==> src/rtl/alu_defs.sv <==
// alu_defs: constants and types shared by multicycle_alu and alu_iter_unit.
//   - opcode encodings (3-bit)
//   - top-level FSM state encoding
//   - operation selector for the iterative datapath
package alu_defs;

  localparam logic [2:0] OP_PASS = 3'b000;  // forward DATA2
  localparam logic [2:0] OP_ADD  = 3'b001;
  localparam logic [2:0] OP_AND  = 3'b010;
  localparam logic [2:0] OP_OR   = 3'b011;
  localparam logic [2:0] OP_ROR  = 3'b100;
  localparam logic [2:0] OP_MUL  = 3'b101;
  localparam logic [2:0] OP_SRA  = 3'b110;
  localparam logic [2:0] OP_LSH  = 3'b111;  // logical shift, signed amount

  typedef enum logic [1:0] {
    ST_IDLE = 2'd0,
    ST_BUSY = 2'd1,
    ST_DONE = 2'd2
  } state_t;

  typedef enum logic [2:0] {
    IT_MUL = 3'd0,
    IT_ROR = 3'd1,
    IT_SRA = 3'd2,
    IT_SHL = 3'd3,
    IT_SHR = 3'd4
  } iter_op_t;

endpackage

==> src/rtl/alu_iter_unit.sv <==
// alu_iter_unit: one-bit-per-cycle datapath for multiply, rotate and shifts.
// Ports:
//   clk, rst_n      clock, asynchronous active-low reset
//   start           load operands, operation and iteration count
//   step            advance one iteration (held high while the FSM is BUSY)
//   op              iterative operation selector
//   mplier          multiplier (multiply only)
//   value           multiplicand, or value to shift/rotate
//   amount          number of iterations to run (>= 1 when started)
//   last            current step is the final one
//   step_result     value the operation holds once the current step completes
module alu_iter_unit
  import alu_defs::*;
#(
  parameter int WIDTH = 8,
  parameter int AW    = 4
) (
  input  logic             clk,
  input  logic             rst_n,
  input  logic             start,
  input  logic             step,
  input  iter_op_t         op,
  input  logic [WIDTH-1:0] mplier,
  input  logic [WIDTH-1:0] value,
  input  logic [AW-1:0]    amount,
  output logic             last,
  output logic [WIDTH-1:0] step_result
);

  iter_op_t         op_reg;
  logic [WIDTH-1:0] acc_reg, val_reg, mplier_reg;
  logic [AW-1:0]    count_reg;
  logic [WIDTH-1:0] acc_next, val_next;

  // Multiply: val_reg carries the multiplicand shifted left each step, and the
  // multiplier's LSB decides whether it is added into the accumulator.
  always_comb begin
    acc_next = acc_reg + (mplier_reg[0] ? val_reg : '0);
    val_next = val_reg;
    case (op_reg)
      IT_MUL:  val_next = val_reg << 1;
      IT_ROR:  val_next = {val_reg[0], val_reg[WIDTH-1:1]};
      IT_SRA:  val_next = {val_reg[WIDTH-1], val_reg[WIDTH-1:1]};
      IT_SHL:  val_next = val_reg << 1;
      IT_SHR:  val_next = val_reg >> 1;
      default: val_next = val_reg;
    endcase
    step_result = (op_reg == IT_MUL) ? acc_next : val_next;
  end

  assign last = (count_reg == AW'(1));

  always_ff @(posedge clk or negedge rst_n) begin
    if (!rst_n) begin
      op_reg     <= IT_MUL;
      acc_reg    <= '0;
      val_reg    <= '0;
      mplier_reg <= '0;
      count_reg  <= '0;
    end else if (start) begin
      op_reg     <= op;
      acc_reg    <= '0;
      val_reg    <= value;
      mplier_reg <= mplier;
      count_reg  <= amount;
    end else if (step) begin
      acc_reg    <= acc_next;
      val_reg    <= val_next;
      mplier_reg <= mplier_reg >> 1;
      count_reg  <= count_reg - AW'(1);
    end
  end

endmodule

==> src/rtl/multicycle_alu.sv <==
// multicycle_alu: ALU with valid/ready handshakes. Pass/add/and/or and
// zero-amount shifts complete in one cycle; multiply, rotate and shifts run
// one bit per cycle in alu_iter_unit.
// Ports:
//   CLK, RESET_N           clock, asynchronous active-low reset
//   IN_VALID / IN_READY    request handshake (ready only in IDLE)
//   DATA1, DATA2, SELECT   operands and opcode (DATA1 is the shift amount)
//   OUT_VALID / OUT_READY  result handshake (valid only in DONE)
//   RESULT, ZERO           registered result and (DATA1+DATA2)==0 flag
//   BUSY                   iterative operation in progress
module multicycle_alu
  import alu_defs::*;
#(
  parameter int WIDTH = 8,
  parameter int SELW  = 3
) (
  input  logic             CLK,
  input  logic             RESET_N,
  input  logic             IN_VALID,
  output logic             IN_READY,
  input  logic [WIDTH-1:0] DATA1,
  input  logic [WIDTH-1:0] DATA2,
  input  logic [SELW-1:0]  SELECT,
  output logic             OUT_VALID,
  input  logic             OUT_READY,
  output logic [WIDTH-1:0] RESULT,
  output logic             ZERO,
  output logic             BUSY
);

  localparam int LW = $clog2(WIDTH);
  localparam int AW = LW + 1;  // wide enough to hold WIDTH itself
  localparam logic [WIDTH:0] W_LIM = (WIDTH + 1)'(WIDTH);

  state_t           state_reg, state_next;
  logic [WIDTH-1:0] result_reg;
  logic             zero_reg, zero_pend_reg;

  logic [2:0]       op;
  logic [WIDTH-1:0] sum, single_result;
  logic             sum_zero, accept, needs_iter;
  logic [WIDTH:0]   d1_ext, d1_neg, sra_mag, sgn_mag;
  logic [AW-1:0]    amount;
  iter_op_t         iter_op;
  logic             iter_last;
  logic [WIDTH-1:0] iter_result;

  assign op       = 3'(SELECT);
  assign sum      = DATA1 + DATA2;
  assign sum_zero = (sum == '0);
  assign accept   = (state_reg == ST_IDLE) && IN_VALID;

  // Shift amounts are computed one bit wider than the operand so that the
  // magnitude of the most negative DATA1 and the clamp value WIDTH both fit.
  assign d1_ext = {1'b0, DATA1};
  assign d1_neg = '0 - {DATA1[WIDTH-1], DATA1};

  always_comb begin
    sra_mag    = (d1_ext >= W_LIM) ? W_LIM : d1_ext;
    sgn_mag    = DATA1[WIDTH-1] ? ((d1_neg >= W_LIM) ? W_LIM : d1_neg) : sra_mag;
    amount     = '0;
    iter_op    = IT_MUL;
    needs_iter = 1'b0;
    case (op)
      OP_ROR: begin
        iter_op = IT_ROR;
        amount  = AW'(DATA1[LW-1:0]);
      end
      OP_MUL: begin
        iter_op = IT_MUL;
        amount  = AW'(WIDTH);
      end
      OP_SRA: begin
        iter_op = IT_SRA;
        amount  = AW'(sra_mag);
      end
      OP_LSH: begin
        iter_op = DATA1[WIDTH-1] ? IT_SHR : IT_SHL;
        amount  = AW'(sgn_mag);
      end
      default: begin
        iter_op = IT_MUL;
        amount  = '0;
      end
    endcase
    // Only shift-class opcodes produce a nonzero amount; multiply always does.
    needs_iter = (amount != '0);
  end

  // A shift or rotate by zero leaves DATA2 untouched, hence the default.
  always_comb begin
    case (op)
      OP_PASS: single_result = DATA2;
      OP_ADD:  single_result = sum;
      OP_AND:  single_result = DATA1 & DATA2;
      OP_OR:   single_result = DATA1 | DATA2;
      default: single_result = DATA2;
    endcase
  end

  alu_iter_unit #(
    .WIDTH (WIDTH),
    .AW    (AW)
  ) u_iter (
    .clk         (CLK),
    .rst_n       (RESET_N),
    .start       (accept && needs_iter),
    .step        (state_reg == ST_BUSY),
    .op          (iter_op),
    .mplier      (DATA1),
    .value       (DATA2),
    .amount      (amount),
    .last        (iter_last),
    .step_result (iter_result)
  );

  always_ff @(posedge CLK or negedge RESET_N) begin
    if (!RESET_N) state_reg <= ST_IDLE;
    else          state_reg <= state_next;
  end

  always_comb begin
    state_next = state_reg;
    IN_READY   = 1'b0;
    OUT_VALID  = 1'b0;
    BUSY       = 1'b0;
    case (state_reg)
      ST_IDLE: begin
        IN_READY = 1'b1;
        if (IN_VALID) state_next = needs_iter ? ST_BUSY : ST_DONE;
      end
      ST_BUSY: begin
        BUSY = 1'b1;
        if (iter_last) state_next = ST_DONE;
      end
      ST_DONE: begin
        OUT_VALID = 1'b1;
        if (OUT_READY) state_next = ST_IDLE;
      end
      default: state_next = ST_IDLE;
    endcase
  end

  // RESULT/ZERO load only on the edge that enters DONE; the zero flag of an
  // iterative operation is captured at acceptance and held until then.
  always_ff @(posedge CLK or negedge RESET_N) begin
    if (!RESET_N) begin
      result_reg    <= '0;
      zero_reg      <= 1'b0;
      zero_pend_reg <= 1'b0;
    end else begin
      if (accept) zero_pend_reg <= sum_zero;
      if (accept && !needs_iter) begin
        result_reg <= single_result;
        zero_reg   <= sum_zero;
      end else if (state_reg == ST_BUSY && iter_last) begin
        result_reg <= iter_result;
        zero_reg   <= zero_pend_reg;
      end
    end
  end

  assign RESULT = result_reg;
  assign ZERO   = zero_reg;

endmodule

==> config.mk <==
export PLATFORM = sky130hd
export DESIGN_NAME = multicycle_alu
export DESIGN_NICKNAME = d
export VERILOG_FILES = /design/src/rtl/alu_defs.sv /design/src/rtl/alu_iter_unit.sv /design/src/rtl/multicycle_alu.sv
export SDC_FILE = /design/constraint.sdc
export NUM_CORES = 1
export LEC_CHECK = 0
export ABC_AREA = 1
export CORE_ASPECT_RATIO = 1.4
export CORE_MARGIN = 5
export CORE_UTILIZATION = 59
export CTS_CLUSTER_SIZE = 28
export DETAILED_ROUTE_END_ITERATION = 6
export PLACE_DENSITY = 0.81
export SLEW_MARGIN = 20
export SYNTH_ARGS = -nofsm -noshare
export SYNTH_HDL_FRONTEND = slang
export SYNTH_HIERARCHICAL = 1
export SYNTH_SLANG_ARGS = --single-unit
==> constraint.sdc <==
create_clock -name CLK -period 2.2 [get_ports CLK]
set_input_delay 0.44 -clock CLK [delete_from_list [all_inputs] [get_ports CLK]]
set_output_delay 0.44 -clock CLK [all_outputs]
set_load 0.05 [all_outputs]
# == After elaboration in Yosys (flattened, before gate mapping) ==
# Index checks and enable logic that the tools add are counted.
# W data, S select, Z words.
# word_totals
register_bits,43
in_bits,23
output_inout_bits,12
word_cells,77
# classes
n_addsub,4
magnitude_cmp,2
n_eq_ne,17
mux,30
bitwise_logic,2
reduce_logical,13
# op_table
cell,n
$mux W8,10
$pmux W8 S4,1
$pmux W8 S3,1
$mux W4,5
$add A8 B8 Y8,2
$pmux W4 S4,1
$eq A3 B3 Y1 const B,5
$eq A3 B2 Y1 const B,4
$ge A9 B4 Y1 const B,1
$pmux W3 S3,1
$sub A1 B8 Y9 const A,1
$and A8 B8 Y8,1
$ge A8 B4 Y1 const B,1
$logic_not A8 Y1,1
$mux W2,4
$or A8 B8 Y8,1
$eq A3 B1 Y1 const B,2
$ne A2 B2 Y1 const B,3
$pmux W2 S3,1
$mux W1,5
$eq A4 B1 Y1 const B,1
$logic_and A1 B1 Y1,4
$reduce_bool A2 Y1,2
$reduce_bool A4 Y1,1
other kinds (9),9

# == Longest topological paths before layout ==
# Gate-level depths: netlist (run 1).
# logic_depth
word_depth,9
mapped_depth,23
ltp_nobuf,21

# == Cells and area by module ==
# Netlist (run 1), hierarchy kept.
# by_module_without_submodules
module,n_inst,cells_each,area_per_inst_um2,seq_area_each_um2
alu_iter_unit,1,286,2044.5,775.7
multicycle_alu,1,272,1816.7,300.3

# == Least setup slack after synthesis (run 1) ==
# Ideal clock, no wire load.
# synth_timing
path_kind,in2reg
from,in DATA1[0]
to,reg u_iter.val_reg[6]
setup_time_ps,121
arrival_ps,2717
required_time_ps,2079
path_slack_ps,-638
cell_stages,22
n_path_buf,3
path_cell_list,inv_1 > ha_1 > inv_1 > nor2_2 > nand2_1 > nand2_1 > nand3_1 > nor2_2 > nand3_2 > a21oi_4 > nor2_4 > buf_2 > nand2_1 > nand2_1 > inv_1 > buf_4 > inv_2 > nand2_1 > inv_2 > buf_4 > a22oi_1 > nand2_1
# synth_between
elab_chain_len,8
elab_cells_between_ends,11
cone_classes,add/sub (1); order compare (2); mux (5); reduce/logical (3)
# synth_rtl
element,line_no,text
start: declaration,multicycle_alu.sv:21,"input logic [WIDTH-1:0] DATA1,"
$sub A1 B8 Y9,multicycle_alu.sv:56,"assign d1_neg = '0 - {DATA1[WIDTH-1], DATA1};"
$ge A9 B4 Y1,multicycle_alu.sv:60,sgn_mag = DATA1[WIDTH-1] ? ((d1_neg >= W_LIM) ? W_LIM : d1_neg) : sra_mag;
$mux W4 (2 in series),multicycle_alu.sv:60,
$pmux W4 S4 (*),multicycle_alu.sv:64,case (op)
net amount[0],multicycle_alu.sv:43,logic [AW-1:0] amount;
$reduce_bool A4 Y1 (*),multicycle_alu.sv:87,needs_iter = (amount != '0);
$logic_and A1 B1 Y1 (*),multicycle_alu.sv:107,".start (accept && needs_iter),"
$mux W8 or $reduce_bool A2 Y1 (tied branches),--,
end signal: assignment,alu_iter_unit.sv:63,val_reg <= value;
end signal: assignment,alu_iter_unit.sv:68,val_reg <= val_next;
end: declaration,alu_iter_unit.sv:31,"logic [WIDTH-1:0] acc_reg, val_reg, mplier_reg;"
# Mark *: on every way through the listed nets, which the timed path passes. The rest lies on a longest branch.
# A chain may end at the register's enable or synchronous reset.

# == Worst setup path after layout (run 1) ==
# layout_timing
from,in DATA1[1]
to,reg u_iter.val_reg[4]
# The elaborated chain is that of the path after synthesis.

==> key figures, run 1 <==
Critical path
  • Setup crit start kind: input port
  • CP Max Fanout: 5
  • Crit path arrival time: 2.64 ns
  • Setup crit end kind: flip-flop
  • Setup CP Type: input port to flip-flop
  • Worst Path Required: 2.39 ns

Drt
  • Pre-antenna DRT Iters: 6
  • Vias: 4900
  • Initial DRC count: 711
  • DRC violations left: 0
  • Final WL: 15.92 mm
  • WL/cell: 20.59 um
  • Routed Antenna Nets: 0
  • Via/cell ratio: 6.339

Placement
  • I/O Buffers: 34
  • Routability Congestion: 0.9315
  • Post-DP HPWL: 9.358 mm
  • Placed Cells: 745

Floorplanning
  • # IOs: 35
  • Initial core utilization: 59.58%
  • Core area: 6481 um^2
  • Die Wd: 78.37 um
  • Die area: 8285 um^2
  • Site Rows: 35
  • Die height: 105.7 um

Min path
  • HP Class: input port to asynchronous set/reset pin

Logic synthesis
  • Avg Inst Size Synth: 6.920 um^2
  • Synth area leaders: dfrtp_1 (28%), nand2_1 (17%), ha_1 (8.7%)
  • Yosys cell types: 45
  • Synth top area share: 27.87%
  • Syn Inst Count: 558
  • Ys async rst share: 100.0%
  • Sequential-to-total area share from yosys stat: 27.87%
  • Syn. warnings: 6
  • Syn nets: 610
  • #FFs+latches synth: 43
  • Post-synth EDFFs: 0
  • Top_reg_cell synth: dfrtp_1
  • Netlist Area Pre-Place: 3861 um^2
  • Most area-hungry cell type in the Yosys netlist: dfrtp_1

Clocking
  • CTS buffer count: 5
  • Clk buf depth: 2
  • Sink Count: 43
  • CTS tree: yes
  • H-tree Lvls: 2
  • Clock Tree Root: clkbuf_8
  • Hold-fix buffers at CTS: 0
  • Clk pin slew, worst setup/hold paths: 0.10 ns
  • Clock latency on the worst-skew pair: 0.31 ns

Timing
  • Finish-stage setup viols: 39
  • Slew HR: 53.46%
  • Final-report hold violation count: 0
  • RSZ-0062 raised after global routing: true
  • Setup TNS: -5.326 ns
  • Worst-Margin Slew: 0.6956 ns
  • Max Clock Skew: 0.01131 ns
  • Period Utilization, post-route: 111.5%
  • Final worst setup slack: -0.2527 ns
  • Fin crit period: 2.453 ns
  • Hold WS: 0.1875 ns
  • Fmax: 407.7 MHz
  • Slew Viols, Final: 0

Finish
  • Register area: 1076 um^2
  • Non-filler cells, final: 773
  • Nets: 750
  • Area occupied by multi-input gates: 2770 um^2
  • Filler Cell Count: 307
  • Area Overhead vs Synth: 47.12%
  • Layout cells sized above 1: 35.62%
  • Ant. Diodes: 0

Pwr
  • Peak supply drop: 487.8 uV
  • Leak: 2.973 nW
  • Pwr dens: 1054 nW/um^2

Global route
  • Total GRT Usage: 33.14%
  • Number of global-route vias before repair: 4552
  • Initial antenna violation count: 0
  • Largest net degree at the start of global routing: 44
  • First-pass GRT wire length: 21.45 mm
  • GRT overflow: 0

Status
  • Failing checks: negative setup slack
  • Outcome: complete, but fails checks

Flow run
  • MaxCap Viol Count: 0
cells in the final DEF (no fill, tap or decap), drive strengths merged:
cell	count
clkbuf	5
nand3b	2
dlymetal6s2s	2
o311ai	1
clkdlybuf4s15	2
nor2	42
clkdlybuf4s50	16
nand4	18
or2	3
a21oi	15
o21bai	1
a22oi	7
o21ai	10
fa	2
a22o	2
dlygate4sd2	8
o211ai	4
a31oi	1
o22ai	4
a211oi	2
nand2	178
inv	93
xor2	7
a21o	1
o31ai	1
a221oi	2
bufinv	1
nor3	5
o221ai	9
dfrtp	43
xnor2	2
clkinvlp	2
buf	116
clkinv	3
ha	27
nand3	62
what timing repair did:
item	in CTS	in global routing
gates resized for setup	92	52
buffers inserted	9	7
gates cloned	4	2
endpoints found under the setup margin	43	42
pin swaps	27	32
Yosys cell counts (all sizes together), types with 5 or more instances:
master / instances
o21ai: 10
ha: 27
o221ai: 9
nor2: 42
dfrtp: 43
a21oi: 15
nand4: 18
a22oi: 7
xor2: 7
nand2: 178
inv: 94
nor3: 5
buf: 12
nand3: 61
cell families (layout without fill, tap and decap cells):
| kind of cell | after synthesis | after routing | share of synthesized area [%] |
|---|---|---|---|
| AOI/OAI and AO/OA | 60 | 60 | 11.02 |
| xor gates and xnor gates | 9 | 9 | 2.042 |
| adders and majority gates | 29 | 29 | 9.786 |
| buffers and inverters | 108 | 248 | 11.31 |
| DFF | 43 | 43 | 27.87 |
| and+or+nand+nor | 309 | 310 | 37.98 |
metal layers:
layer  part of all wire [%]  GRT usage [%]
met1                     32          31.64
met2                     49          63.85
met3                    8.9          5.128
met4                     11          21.13
met5                      0              0
metrics by stage:
step,utilization (%),setup slack (ns),area [um^2],power [W]
6_report,87.64,-0.2527,5680,0.005985
5_1_grt,87.64,-0.3766,5680,0.006309
4_1_cts,83.78,0.008416,5430,0.005374
3_5_place_dp,76.66,-0.8337,4969,0.004370
3_3_place_gp,76.66,-0.7107,4969,0.004259
2_1_floorplan,-,-0.3563,3965,0.003489
cell type report:
cell class | count | share of cell area (%)
Timing Repair inverter | 2 | 0.4405
Timing Repair Buffer | 144 | 21.45
Multi-Input combinational cell | 408 | 48.77
Tap cell | 74 | 1.630
Inverter | 94 | 6.784
Sequential cell | 43 | 18.94
Clock buffer | 5 | 1.211
Clock inverter | 3 | 0.7709
critical path, stage by stage:
cell and delay, ns:
buf_6 0.10, clkinvlp_4 0.08, ha_4 0.15, inv_2 0.05, nor2_4 0.17, nand3_2 0.10, nand2_2 0.08, nand3_2 0.07
nor2_4 0.15, nand3_4 0.13, a21oi_4 0.22, nor2_4 0.06, nand2_2 0.09, nand2_4 0.07, inv_4 0.09, inv_8 0.06
nand2_8 0.16, inv_6 0.07, a22oi_2 0.18, nand2_1 0.10
where the power goes:
| part | switching, W | leakage, nW | total, W | internal (W) |
|---|---|---|---|---|
| clock | 0.000310 | 0.0581 | 0.000649 | 0.000339 |
| sequential | 0.000279 | 0.562 | 0.00137 | 0.00110 |
| combinational | 0.00252 | 2.35 | 0.00396 | 0.00144 |
path summary, 6_finish.rpt:
check,depth (start not counted),slack (ns),endpoint,from
max,20,-0.25,u_iter/val_reg[4],DATA1[1]
min,2,0.19,u_iter/mplier_reg[3],RESET_N
max reg2reg,13,0.09,RESULT[4],u_iter/val_reg[0]
min reg2reg,2,0.50,u_iter/acc_reg[5],u_iter/acc_reg[5]
max in group asynchronous,2,1.61,u_iter/acc_reg[5],RESET_N
min in group CLK,2,0.50,u_iter/acc_reg[5],u_iter/acc_reg[5]
Note: power is estimated with default switching activity, not from simulation.
==> run 2, diff against run 1 <==
--- a/config.mk
+++ b/config.mk
@@ -13,4 +13,5 @@
 export DETAILED_ROUTE_END_ITERATION = 6
 export PLACE_DENSITY = 0.81
+export RECOVER_POWER = 100
 export SLEW_MARGIN = 20
 export SYNTH_ARGS = -nofsm -noshare
==> constraint.sdc (replaced) <==
create_clock -name CLK -period 2.2 [get_ports CLK]
set_input_delay 0.44 -clock CLK [delete_from_list [all_inputs] [get_ports CLK]]
set_output_delay 0.44 -clock CLK [all_outputs]
set_load 0.01 [all_outputs]
==> key figures, run 2 (synthesized netlist as in run 1, its figures left out) <==
Critical path
  • Crit path arrival time: 2.57 ns (was 2.64 ns)
  • Setup crit end kind: flip-flop (unchanged)
  • R2r worst-path depth: 13 (unchanged)
  • Worst r2r dst: RESULT[7] (was RESULT[4])
  • Worst Path Required: 2.39 ns (about the same)
  • CP Max Fanout: 5 (unchanged)
  • Setup crit start kind: input port (unchanged)
  • Worst setup path startpoint: DATA1[1] (unchanged)
  • Flop2flop setup slack: 0.09 ns (about the same)
  • Setup CP Type: input port to flip-flop (unchanged)
  • RR Startpoint: u_iter/mplier_reg[0] (was u_iter/val_reg[0])
  • End of the critical path: u_iter/val_reg[5] (was u_iter/val_reg[4])

Timing
  • RSZ-0062 raised after global routing: true (unchanged)
  • Fin crit period: 2.380 ns (was 2.453 ns)
  • Slew HR: 22.33% (was 53.46%)
  • Max Clock Skew: 0.01054 ns (was 0.01131 ns)
  • Finish-stage setup viols: 39 (unchanged)
  • Worst-Margin Slew: 1.165 ns (was 0.6956 ns)
  • Setup TNS: -2.776 ns (was -5.326 ns)
  • Final-report hold violation count: 0 (unchanged)
  • Period Utilization, post-route: 108.2% (was 111.5%)
  • Fmax: 420.1 MHz (was 407.7 MHz)
  • Final worst setup slack: -0.1805 ns (was -0.2527 ns)
  • Slew Viols, Final: 0 (unchanged)

Finish
  • Layout cells sized above 1: 33.86% (was 35.62%)
  • Most common cell after layout, fill and taps aside: nand2_1 (unchanged)
  • Area Overhead vs Synth: 44.88% (was 47.12%)
  • Nets: 749 (was 750)
  • Commonest non-fill, non-tap cells in the layout: nand2_1 (164), buf_4 (100), inv_1 (72) (was nand2_1 (157), buf_4 (98), inv_1 (71))
  • Register area: 1076 um^2 (unchanged)
  • Area occupied by multi-input gates: 2731 um^2 (was 2770 um^2)
  • Final Instance Area: 5594 um^2 (was 5680 um^2)
  • Ant. Diodes: 0 (unchanged)
  • Filler Cell Count: 348 (was 307)

Pwr
  • Peak supply drop: 454.0 uV (was 487.8 uV)
  • Leak: 2.970 nW (was 2.973 nW)
  • Pwr dens: 1002 nW/um^2 (was 1054 nW/um^2)
  • Total Power: 0.005605 W (was 0.005985 W)

Clocking
  • CTS buffer count: 5 (unchanged)
  • Sink Count: 43 (unchanged)
  • Clk pin slew, worst setup/hold paths: 0.09 ns (was 0.10 ns)
  • H-tree Lvls: 2 (unchanged)
  • Clock Tree Root: clkbuf_8 (unchanged)
  • CTS tree: yes (unchanged)
  • Clk buf depth: 2 (unchanged)
  • Clock latency on the worst-skew pair: 0.30 ns (was 0.31 ns)

Drt
  • Vias: 4720 (was 4900)
  • WL/cell: 19.66 um (was 20.59 um)
  • Via/cell ratio: 6.122 (was 6.339)
  • Final WL: 15.16 mm (was 15.92 mm)
  • Initial DRC count: 546 (was 711)
  • Pre-antenna DRT Iters: 7 (was 6)
  • DRC violations left: 1 (was 0)
  • Routed Antenna Nets: 0 (unchanged)

Placement
  • Routability Congestion: 0.9595 (was 0.9315)
  • I/O Buffers: 34 (unchanged)
  • DP Worst Slack: -0.7973 ns (was -0.8337 ns)
  • Post-DP HPWL: 9.429 mm (was 9.358 mm)
  • Placed inst area: 4959 um^2 (was 4969 um^2)

Floorplanning
  • Die Wd: 78.37 um (unchanged)
  • Initial core utilization: 59.58% (unchanged)
  • # IOs: 35 (unchanged)
  • Core area: 6481 um^2 (unchanged)
  • Die height: 105.7 um (unchanged)
  • Die area: 8285 um^2 (unchanged)
  • Site Rows: 35 (unchanged)

Global route
  • First-pass GRT wire length: 21.58 mm (was 21.45 mm)
  • Total GRT Usage: 33.02% (was 33.14%)
  • Initial antenna violation count: 0 (unchanged)
  • Number of global-route vias before repair: 4680 (was 4552)
  • Largest net degree at the start of global routing: 44 (unchanged)
  • GRT overflow: 0 (unchanged)

Min path
  • HP Class: input port to asynchronous set/reset pin (unchanged)

Status
  • Failing checks: design-rule violations, negative setup slack (was negative setup slack)
  • Outcome: complete, but fails checks (unchanged)

Flow run
  • MaxCap Viol Count: 0 (unchanged)
run 2: cell types whose count changed in the layout (fill, tap and decap cells not counted), moves of 3 or more:
cell / change
clkbuf_2: +4
buf_6: -5
nor2_4: -6
clkdlybuf4s50_1: -10
dlygate4sd2_1: +3
nor3_2: -3
dlygate4sd3_1: +9
nand2_1: +7
nor2_2: +5
nand2_2: -7
run 2: layout make-up:
cell class              instances  area share, %
repair buffers                142          20.91
inverters                      94          7.113
clock buffers                   6          1.297
multi-input cells             408          48.83
well taps                      74          1.655
repair inverters                3         0.4250
flip-flops and latches         43          19.24
clock inverters                 1         0.5368
run 2: metal layers:
layer	vias to the layer above	part of all wire (%)	GRT usage [%]
met5	-	0	0
met4	0	8.7	22.13
met3	127	8.0	4.872
met2	339	50	60.85
met1	2158	33	33.66
li1	2096	-	-
run 2: worst min-delay path by stage:
stage / end / from
after floorplan: RESULT[0] / RESET_N
after global placement: u_iter/acc_reg[5] / u_iter/acc_reg[5]
after detailed placement: u_iter/acc_reg[4] / u_iter/acc_reg[4]
after CTS: u_iter/acc_reg[1] / RESET_N
after global routing: u_iter/mplier_reg[4] / RESET_N
final: u_iter/mplier_reg[3] / RESET_N
run 2: stage by stage:
| stage | std cells | hold slack (ns) | utilization, % |
|---|---|---|---|
| detailed placement | 741 | 0.4653 | 76.51 |
| floorplan | 558 | 0.1444 | - |
| CTS | 767 | 0.2330 | 83.05 |
| global route | 771 | 0.5152 | 86.31 |
| finish | 771 | 0.4517 | 86.31 |
| global placement | 741 | 0.4610 | 76.51 |
run 2: critical path, cell delays in order:
cell and delay [ns]:
buf_6 0.10, clkinvlp_4 0.08, buf_4 0.12, nand2_1 0.06, nor2_2 0.18, nand3_2 0.10, nand2_1 0.08, nand2_2 0.06
nor2_4 0.17, nand3_4 0.12, a21oi_4 0.21, nor2_4 0.05, nand2_2 0.07, nand2_4 0.06, inv_6 0.08, inv_8 0.05
nand2_8 0.12, clkinv_8 0.08, a22oi_1 0.22, nand2_1 0.10
run 2: what timing repair did:
action,in CTS,in global routing
cloned,4,2
setup endpoints to repair,43,43
setup buffers,17,3
hold endpoints to repair,0,0
hold buffers,0,0
resized for setup,78,45
pin swaps,32,21
run 2: power breakdown:
part / internal (W) / leakage, nW / switching (W) / total, W
Combinational: 0.00138 / 2.36 / 0.00224 / 0.00361
Clock: 0.000334 / 0.0513 / 0.000285 / 0.000619
Sequential: 0.00110 / 0.562 / 0.000277 / 0.00137
Total: 0.00281 / 2.97 / 0.00280 / 0.00560
==> run 3, diff against run 2 <==
- CORE_ASPECT_RATIO: 1.4 -> 1.1
- CORE_UTILIZATION: 59 -> 58
- SYNTH_HIERARCHICAL: 1 -> not set
==> key figures, run 3 <==
Status
  • Outcome: complete, but fails checks (unchanged)
  • Failing checks: negative setup slack (was design-rule violations, negative setup slack)

Timing
  • Max Clock Skew: 0.01934 ns (was 0.01054 ns)
  • Fmax: 429.7 MHz (was 420.1 MHz)
  • Slew Viols, Final: 0 (unchanged)
  • Hold WS: 0.5063 ns (was 0.4517 ns)
  • Finish-stage setup viols: 24 (was 39)
  • Period Utilization, post-route: 105.8% (was 108.2%)
  • Slew HR: 35.55% (was 22.33%)
  • Worst-Margin Slew: 0.9667 ns (was 1.165 ns)
  • RSZ-0062 raised after global routing: true (unchanged)
  • Final-report hold violation count: 0 (unchanged)
  • Fin crit period: 2.327 ns (was 2.380 ns)
  • Final worst setup slack: -0.1274 ns (was -0.1805 ns)

Logic synthesis
  • Netlist Area Pre-Place: 3606 um^2 (was 3861 um^2)
  • Post-synth EDFFs: 0 (unchanged)
  • #FFs+latches synth: 43 (unchanged)
  • Syn. warnings: 0 (was 6)
  • Ys async rst share: 100.0% (unchanged)
  • Post-synth top cells: nand2_1 (144), nand3_1 (74), inv_1 (73), dfrtp_1 (43), nor2_1 (36) (was nand2_1 (171), inv_1 (82), nand3_1 (47), dfrtp_1 (43), nor2_1 (33))
  • Top-count cell post-synth: nand2_1 (unchanged)
  • Synth top area share: 29.84% (was 27.87%)
  • Yosys cell types: 40 (was 45)
  • Avg Inst Size Synth: 6.804 um^2 (was 6.920 um^2)
  • Most area-hungry cell type in the Yosys netlist: dfrtp_1 (unchanged)
  • Synth area leaders: dfrtp_1 (30%), nand2_1 (15%), nand3_1 (10%) (was dfrtp_1 (28%), nand2_1 (17%), ha_1 (8.7%))
  • Sequential-to-total area share from yosys stat: 29.84% (was 27.87%)
  • Top_reg_cell synth: dfrtp_1 (unchanged)
  • Syn nets: 582 (was 610)
  • Syn Inst Count: 530 (was 558)

Clocking
  • H-tree Lvls: 2 (unchanged)
  • Clk pin slew, worst setup/hold paths: 0.10 ns (was 0.09 ns)
  • Clk buf depth: 2 (unchanged)
  • Clock latency on the worst-skew pair: 0.31 ns (was 0.30 ns)
  • CTS buffer count: 5 (unchanged)
  • CTS tree: yes (unchanged)
  • Clock Tree Root: clkbuf_8 (unchanged)
  • Sink Count: 43 (unchanged)

Pwr
  • Leak: 2.684 nW (was 2.970 nW)
  • Peak supply drop: 653.4 uV (was 454.0 uV)
  • Pwr dens: 1052 nW/um^2 (was 1002 nW/um^2)

Floorplanning
  • Core area: 6118 um^2 (was 6481 um^2)
  • Die height: 92.70 um (was 105.7 um)
  • Die Wd: 85.18 um (was 78.37 um)
  • # IOs: 35 (unchanged)
  • Die area: 7896 um^2 (was 8285 um^2)
  • Site Rows: 30 (was 35)
  • Initial core utilization: 58.94% (was 59.58%)

Finish
  • Nets: 707 (was 749)
  • Non-filler cells, final: 736 (was 771)
  • Layout Utilization: 85.19% (was 86.31%)
  • Layout cells sized above 1: 29.73% (was 33.86%)
  • Filler Cell Count: 359 (was 348)
  • Area Overhead vs Synth: 44.55% (was 44.88%)
  • Ant. Diodes: 0 (unchanged)
  • Area occupied by multi-input gates: 2561 um^2 (was 2731 um^2)
  • Register area: 1076 um^2 (unchanged)
  • Commonest non-fill, non-tap cells in the layout: nand2_1 (132), buf_4 (84), nand3_1 (68) (was nand2_1 (164), buf_4 (100), inv_1 (72))
  • Most common cell after layout, fill and taps aside: nand2_1 (unchanged)

Min path
  • HP Class: flip-flop to flip-flop (was input port to asynchronous set/reset pin)

Critical path
  • CP Max Fanout: 2 (was 5)
  • Crit path arrival time: 2.50 ns (was 2.57 ns)
  • CP max-delay cell: dfrtp_1 (was a22oi_1)
  • Crit path cell chain: nand2_2 > inv_2 > ha_4 > fa_2 > a31oi_4 > o21ai_2 > a21oi_2 > xor2_2 > nand2_1 > o211ai_1 > nand3_1 (was buf_6 > clkinvlp_4 > buf_4 > nand2_1 > nor2_2 > nand3_2 > nand2_1 > nand2_2 > nor2_4 > nand3_4 > a21oi_4 > nor2_4 > nand2_2 > nand2_4 > inv_6 > inv_8 > nand2_8 > clkinv_8 > a22oi_1 > nand2_1)
  • Setup crit end kind: flip-flop (unchanged)
  • CP max stage delay: 0.42 ns (was 0.22 ns)
  • Crit path buffers/inverters: 1 (was 6)
  • Largest delay share family, worst path: compound AO/OA/AOI/OAI gates (was simple AND/OR/NAND/NOR gates)
  • Setup CP Type: flip-flop to flip-flop (was input port to flip-flop)
  • Setup crit start kind: flip-flop (was input port)
  • Worst Path Required: 2.38 ns (was 2.39 ns)

Global route
  • GRT overflow: 0 (unchanged)
  • Total GRT Usage: 30.37% (was 33.02%)
  • Largest net degree at the start of global routing: 40 (was 44)
  • Number of global-route vias before repair: 4054 (was 4680)
  • First-pass GRT wire length: 19.05 mm (was 21.58 mm)
  • Initial antenna violation count: 0 (unchanged)

Drt
  • Via/cell ratio: 5.967 (was 6.122)
  • WL/cell: 17.94 um (was 19.66 um)
  • Pre-antenna DRT Iters: 5 (was 7)
  • DRC violations left: 0 (was 1)
  • Routed Antenna Nets: 0 (unchanged)
  • Vias: 4392 (was 4720)
  • Initial DRC count: 495 (was 546)
  • Final WL: 13.20 mm (was 15.16 mm)

Placement
  • I/O Buffers: 34 (unchanged)
  • Post-DP HPWL: 8.540 mm (was 9.429 mm)
  • Routability Congestion: 0.9863 (was 0.9595)
  • Placed Cells: 714 (was 741)

Flow run
  • MaxCap Viol Count: 0 (unchanged)
## run 3: where the power goes
group | internal [W] | switching (W) | total, W
Clock | 0.000223 | 0.000301 | 0.000524
Sequential | 0.00114 | 0.000282 | 0.00142
Combinational | 0.00144 | 0.00210 | 0.00354
Total | 0.00280 | 0.00268 | 0.00548
## run 3: cell type report
type,instances,area share [%]
Clock buffer,6,1.392
Sequential cell,43,20.64
Multi-Input combinational cell,400,49.14
Timing Repair Buffer,131,21.34
Tap cell,80,1.920
Clock inverter,2,0.2400
Inverter,74,5.329
## run 3: per-layer routing
metal  track usage, %  part of all wire, %  up-vias
met3            4.804                  7.0       86
met5                0                    0        -
met4            13.32                  5.8        0
met1            35.86                   37     2069
met2            53.82                   50      262
li1                 -                    -     1975
## run 3: repair_timing
item | 4_1_cts | 5_1_grt
hold endpoints to repair | 7 | 0
cloned | 1 | 2
setup buffers | 3 | 8
gates resized for setup | 50 | 77
hold buffers | 1 | 0
pin swaps | 20 | 39
endpoints found under the setup margin | 43 | 43
## run 3: final timing paths
| check | startpoint | to | cells after the start | slack (ns) |
|---|---|---|---|---|
| min | zero_pend_reg | zero_pend_reg | 2 | 0.51 |
| max | u_iter.val_reg[0] | RESULT[6] | 11 | -0.13 |
| max in group asynchronous | RESET_N | u_iter.count_reg[2] | 3 | 0.35 |
| min in group asynchronous | RESET_N | u_iter.count_reg[3] | 2 | 0.60 |
| min reg2reg | zero_pend_reg | zero_pend_reg | 2 | 0.51 |
| max reg2reg | u_iter.val_reg[0] | RESULT[6] | 11 | -0.13 |
## run 3: worst register-to-register path, stage by stage, from the launching register on
cell,delay (ns)
dfrtp_1,0.42
nand2_2,0.09
inv_2,0.05
ha_4,0.15
fa_2,0.39
a31oi_4,0.19
o21ai_2,0.09
a21oi_2,0.19
xor2_2,0.24
nand2_1,0.10
o211ai_1,0.16
nand3_1,0.13
## run 3: through the flow
step	worst slack, ns	TNS [ns]	total power [W]	cell area, um^2
2_1_floorplan	0.02474	0	0.003197	3606
3_3_place_gp	-0.5420	-20.76	0.004184	4608
3_5_place_dp	-0.6046	-23.47	0.004297	4608
4_1_cts	-0.05913	-0.08934	0.004983	4910
5_1_grt	-0.1705	-4.146	0.005860	5213
6_report	-0.1274	-1.118	0.005481	5213
## run 3: logic make-up after synthesis
kind of cell | count (synthesis) | share of synthesized area (%)
compound gates | 76 | 12.74
xor+xnor | 12 | 2.915
fa+ha+maj | 29 | 10.48
flops | 43 | 29.84
buf+inv | 88 | 9.819
simple gates | 282 | 34.21
==> edit 1: new RTL, flow settings as in run 1 <==
`WIDTH` is set to 8 in 2 places; all go to 16.
--- a/src/rtl/alu_iter_unit.sv
+++ b/src/rtl/alu_iter_unit.sv
@@ -13,5 +13,5 @@
   import alu_defs::*;
 #(
-  parameter int WIDTH = 8,
+  parameter int WIDTH = 16,
   parameter int AW    = 4
 ) (
--- a/src/rtl/multicycle_alu.sv
+++ b/src/rtl/multicycle_alu.sv
@@ -12,5 +12,5 @@
   import alu_defs::*;
 #(
-  parameter int WIDTH = 8,
+  parameter int WIDTH = 16,
   parameter int SELW  = 3
 ) (
Ports: changed (resized DATA1, DATA2 and RESULT); port bits go from 35 to 59. The function was not compared with the original's and may differ.
==> edit 1 against run 1 <==
  * The flow now stops in 5_1_grt
  * Synthesized area rose by 83%
==> edit 1: results (changes against run 1) <==
lastStage: "5_1_grt"
grt_max_degree: 77
syn_nets: 1164  # +91%
htree_levels: 3  # +1
cts_buffer_depth: 2  # unchanged
yosysWarnings: 6  # unchanged
cts.sinks: 76  # +77%
track_usage_pct: 74.0
cts_root_buffer: "clkbuf_16"
grt-worst-endpoint: "u_iter/count_reg[4]$_DFFE_PN0P_/D"
placed_area_um2: 9390  # +89%
place_congestion: 1.02  # +9.6%
stop_error: "[ERROR GRT-0232] Routing congestion too high. Check the congestion heatmap in the GUI."
synthTopCellsByCount: "343 x nand2_1, 151 x inv_1, 113 x nand3_1"
worst-ep-kind: "register data pin"
synth_area_per_cell_um2: 6.61  # -4.5%
outcome: "aborted with a tool error"
portBuffers: 58  # +71%
cts_inserted_buffers: 9  # +4
grt.overflow.total: 163
async_flop_share_pct: 100  # unchanged
seq_area_frac_synth_pct: 26.9  # -1.0 points
synth_ff_type: "dfrtp_1"
hpwl_um: 20200  # +120%
synth.area.top_cells: "dfrtp_1 27%, nand2_1 18%, ha_1 9.0%, inv_1 8.0%, nand3_1 8.0%"
synth.distinct_cells: 45  # unchanged
[edit 1: cell count changes after synthesis, moves of 21 or more]
cell and delta:
nand2_1 +172, o21ai_0 +21, nand3_1 +66, o21ai_1 +27, nor2_1 +31, ha_1 +24
dfrtp_1 +33, inv_1 +69
[edit 1: kinds of logic after synthesis]
kind of cell / Yosys count / share of synthesized area [%]
flip-flops: 76 / 26.9
multiplexers: 2 / 0.283
AND/OR/NAND/NOR: 565 / 34.4
AO/OA/AOI/OAI: 162 / 14.5
adder cells (fa/ha/maj): 53 / 9.58
XOR/XNOR: 26 / 3.22
buffers and inverters: 188 / 11.1
[edit 1: per-stage QoR]
step,instances,setup slack [ns],utilization (%)
after CTS,1493,-0.261,90.4
after detailed placement,1452,-1.15,79.5
after global placement,1452,-1.06,79.5
after floorplan,1072,-0.497,-
[edit 1: repair_timing]
item / in CTS
setup endpoints to repair: 76
cloned: 5
gates resized for setup: 254
setup buffers: 22
hold buffers: 0
pin swaps: 83
[edit 1: metal layers]
layer  global-route usage [%]  GRT overflow
met2                     91.8            93
met1                     73.8             3
met3                     52.2             5
met4                     78.6            59
met5                     18.7             3
==> edit 2: new RTL, settings of run 1 <==
Made on the original files. Re-encode `state_t` (3 states) as one-hot, 3 bits wide.
--- a/src/rtl/alu_defs.sv
+++ b/src/rtl/alu_defs.sv
@@ -14,8 +14,8 @@
   localparam logic [2:0] OP_LSH  = 3'b111;  // logical shift, signed amount
 
-  typedef enum logic [1:0] {
-    ST_IDLE = 2'd0,
-    ST_BUSY = 2'd1,
-    ST_DONE = 2'd2
+  typedef enum logic [2:0] {
+    ST_IDLE = 3'b001,
+    ST_BUSY = 3'b010,
+    ST_DONE = 3'b100
   } state_t;
 
Behaviour: no difference found for any inputs over 4 cycles, from zero or initial values and one cycle with RESET_N low; so few cycles prove little.
==> edit 2 against run 1 <==
  * The flow finishes with violations (design-rule violations, negative setup slack)
  * Clock power rose by 7.2%
  * Setup slack got worse by 0.25 ns
  * Sequential cell count rose by 1
  * Final area fell by 0.51%
  * Die area fell by 0.61%
  * Routed wire length rose by 12%
  * Total power fell by 2.3%
  * Synthesized area fell by 0.68%
==> edit 2: results (changes against run 1) <==
outcome: "finished, violations left"
violations: "design-rule violations, negative setup slack"
htree_levels: 2  # unchanged
final_layout_size_suffix_gt1_share_pct: 34.7  # -0.96 points
routedWlPerCell_um: 22.9  # +11%
top_layer_used: "met5"
antenna_found_initial: 1  # +1
met1Wirelength_um: 5470  # +8.7%
hpwl_um: 9230  # -1.4%
ir_worst_vdd_mv: 0.476  # -2.4%
track_usage_pct: 33.6  # +0.47 points
worst_pin_slew_ns: 0.576  # -0.119 ns
grt_pass1_wl_um: 22300  # +3.7%
dr.pass1.iters: 7  # +1
synth.area.top_cells: "dfrtp_1 28%, nand2_1 17%, inv_1 8.9%, ha_1 8.8%, nand3_1 5.4%"
route.met2.wl_um: 8470  # +8.8%
first_iter_violations: 861  # +21%
seq_area_frac_synth_pct: 28.7  # +0.88 points
cts_root_buffer: "clkbuf_8"
path_clk_slew_ns: 0.09
insertedDiodeCount: 0  # unchanged
placed_area_um2: 4900  # -1.4%
synth.distinct_cells: 43  # -4.4%
r2r_cells: 13  # unchanged
cts_buffer_depth: 2  # unchanged
maxSlewViolCount: 0  # unchanged
portBuffers: 34  # unchanged
drc_errors: 4  # +4
setup_viol: 41  # +5.1%
grt_pass1_vias: 4631  # +1.7%
grt_max_degree: 45  # +2.3%
setup_ws_ns: -0.502  # -0.249 ns
routed-wl-met3_um: 1880  # +33%
async_flop_share_pct: 100  # unchanged
place_congestion: 0.893  # -4.1%
synthTopCellsByCount: "178 x nand2_1, 91 x inv_1, 43 x dfrtp_1"
final_nets: 755  # +0.67%
fill_cells: 290  # -5.5%
synth-compound-area-share_pct: 11.3  # +0.24 points
crit_arrival_ns: 2.88  # +0.24 ns
yosysWarnings: 6  # unchanged
clk_latency_ns: 0.30
worstPathMaxFanout: 6  # +1
muxShareOfSynthArea_pct: 0  # unchanged
p_leak_nw: 3.00  # +0.90%
cts_inserted_buffers: 5  # unchanged
finClkSkew_ns: 0.00535  # -0.00596 ns
min_path_type: "in2async"
syn_nets: 617  # +1.1%
via_per_inst: 6.62  # +4.4%
synth-adder-area-share_pct: 9.85  # +0.067 points
synthXorXnorAreaFrac_pct: 2.28  # +0.24 points
==> edit 2: worst paths after layout <==
check,startpoint,to,slack [ns]
worst max-delay path,SELECT[2],u_iter/val_reg[2]$_DFFE_PN0P_,-0.50
worst min-delay path,RESET_N,u_iter/op_reg[1]$_DFFE_PN0P_,0.22
worst max register to register,u_iter/val_reg[0]$_DFFE_PN0P_,RESULT[4]$_DFFE_PN0P_,-0.12
worst min register to register,u_iter/acc_reg[6]$_DFFE_PN0P_,u_iter/acc_reg[6]$_DFFE_PN0P_,0.50
max in group asynchronous,RESET_N,RESULT[2]$_DFFE_PN0P_,1.60
min in group CLK,u_iter/acc_reg[6]$_DFFE_PN0P_,u_iter/acc_reg[6]$_DFFE_PN0P_,0.50
==> edit 2: kinds of logic after synthesis <==
| family | after synthesis |
|---|---|
| AND/OR/NAND/NOR | 307 |
| buffers and inverters | 111 |
| AO/OA/AOI/OAI | 64 |
| flip-flops | 44 |
| adder cells (fa/ha/maj) | 29 |
| XOR/XNOR | 10 |
==> edit 2: metrics by stage <==
step	setup slack (ns)	std cells	power, mW	setup TNS, ns
6_report	-0.502	776	5.85	-14.08
5_1_grt	-0.521	776	6.15	-17.09
4_1_cts	-0.0311	766	5.21	-0.0860
3_5_place_dp	-0.983	742	4.31	-36.60
3_3_place_gp	-0.905	742	4.18	-33.67
2_1_floorplan	-0.394	565	3.44	-11.06
==> edit 2: layer usage <==
| metal | vias to the layer above | track usage [%] |
|---|---|---|
| met2 | 511 | 58.7 |
| met5 | - | 0 |
| met3 | 187 | 6.06 |
| li1 | 2109 | - |
| met1 | 2326 | 33.8 |
| met4 | 2 | 27.4 |
==> edit 2: area by class of cell <==
type                    instances  area (µm²)  area share [%]
repair buffers                139        1140            20.1
well taps                      72        90.1            1.59
inverters                      99         408            7.22
multi-input cells             412        2760            48.9
clock inverters                 1        30.0           0.531
repair inverters                2        25.0           0.443
clock buffers                   7        96.3            1.70
flip-flops and latches         44        1100            19.5
==> edit 2: timing repair <==
action | in CTS | in global routing
gates cloned | 3 | 3
buffers inserted | 13 | 10
pin swaps | 35 | 41
endpoints found under the setup margin | 43 | 41
resized for setup | 83 | 65
==> edit 2: worst max-delay path: stages <==
cell             delay [ns]
clkdlybuf4s50_1        0.52
inv_2                  0.06
buf_4                  0.16
nor2_2                 0.18
nand2_1                0.07
inv_1                  0.15
nand2_2                0.16
nand3_4                0.11
nor2_4                 0.04
and2_4                 0.17
nor2_4                 0.14
inv_4                  0.08
nand2_8                0.13
clkinv_8               0.09
a22oi_2                0.24
nand2_1                0.11
==> edit 2: power by group <==
group,total (mW),internal [mW],switching [mW]
clock network,0.696,0.401,0.295
logic,3.70,1.27,2.43
registers,1.45,1.14,0.314
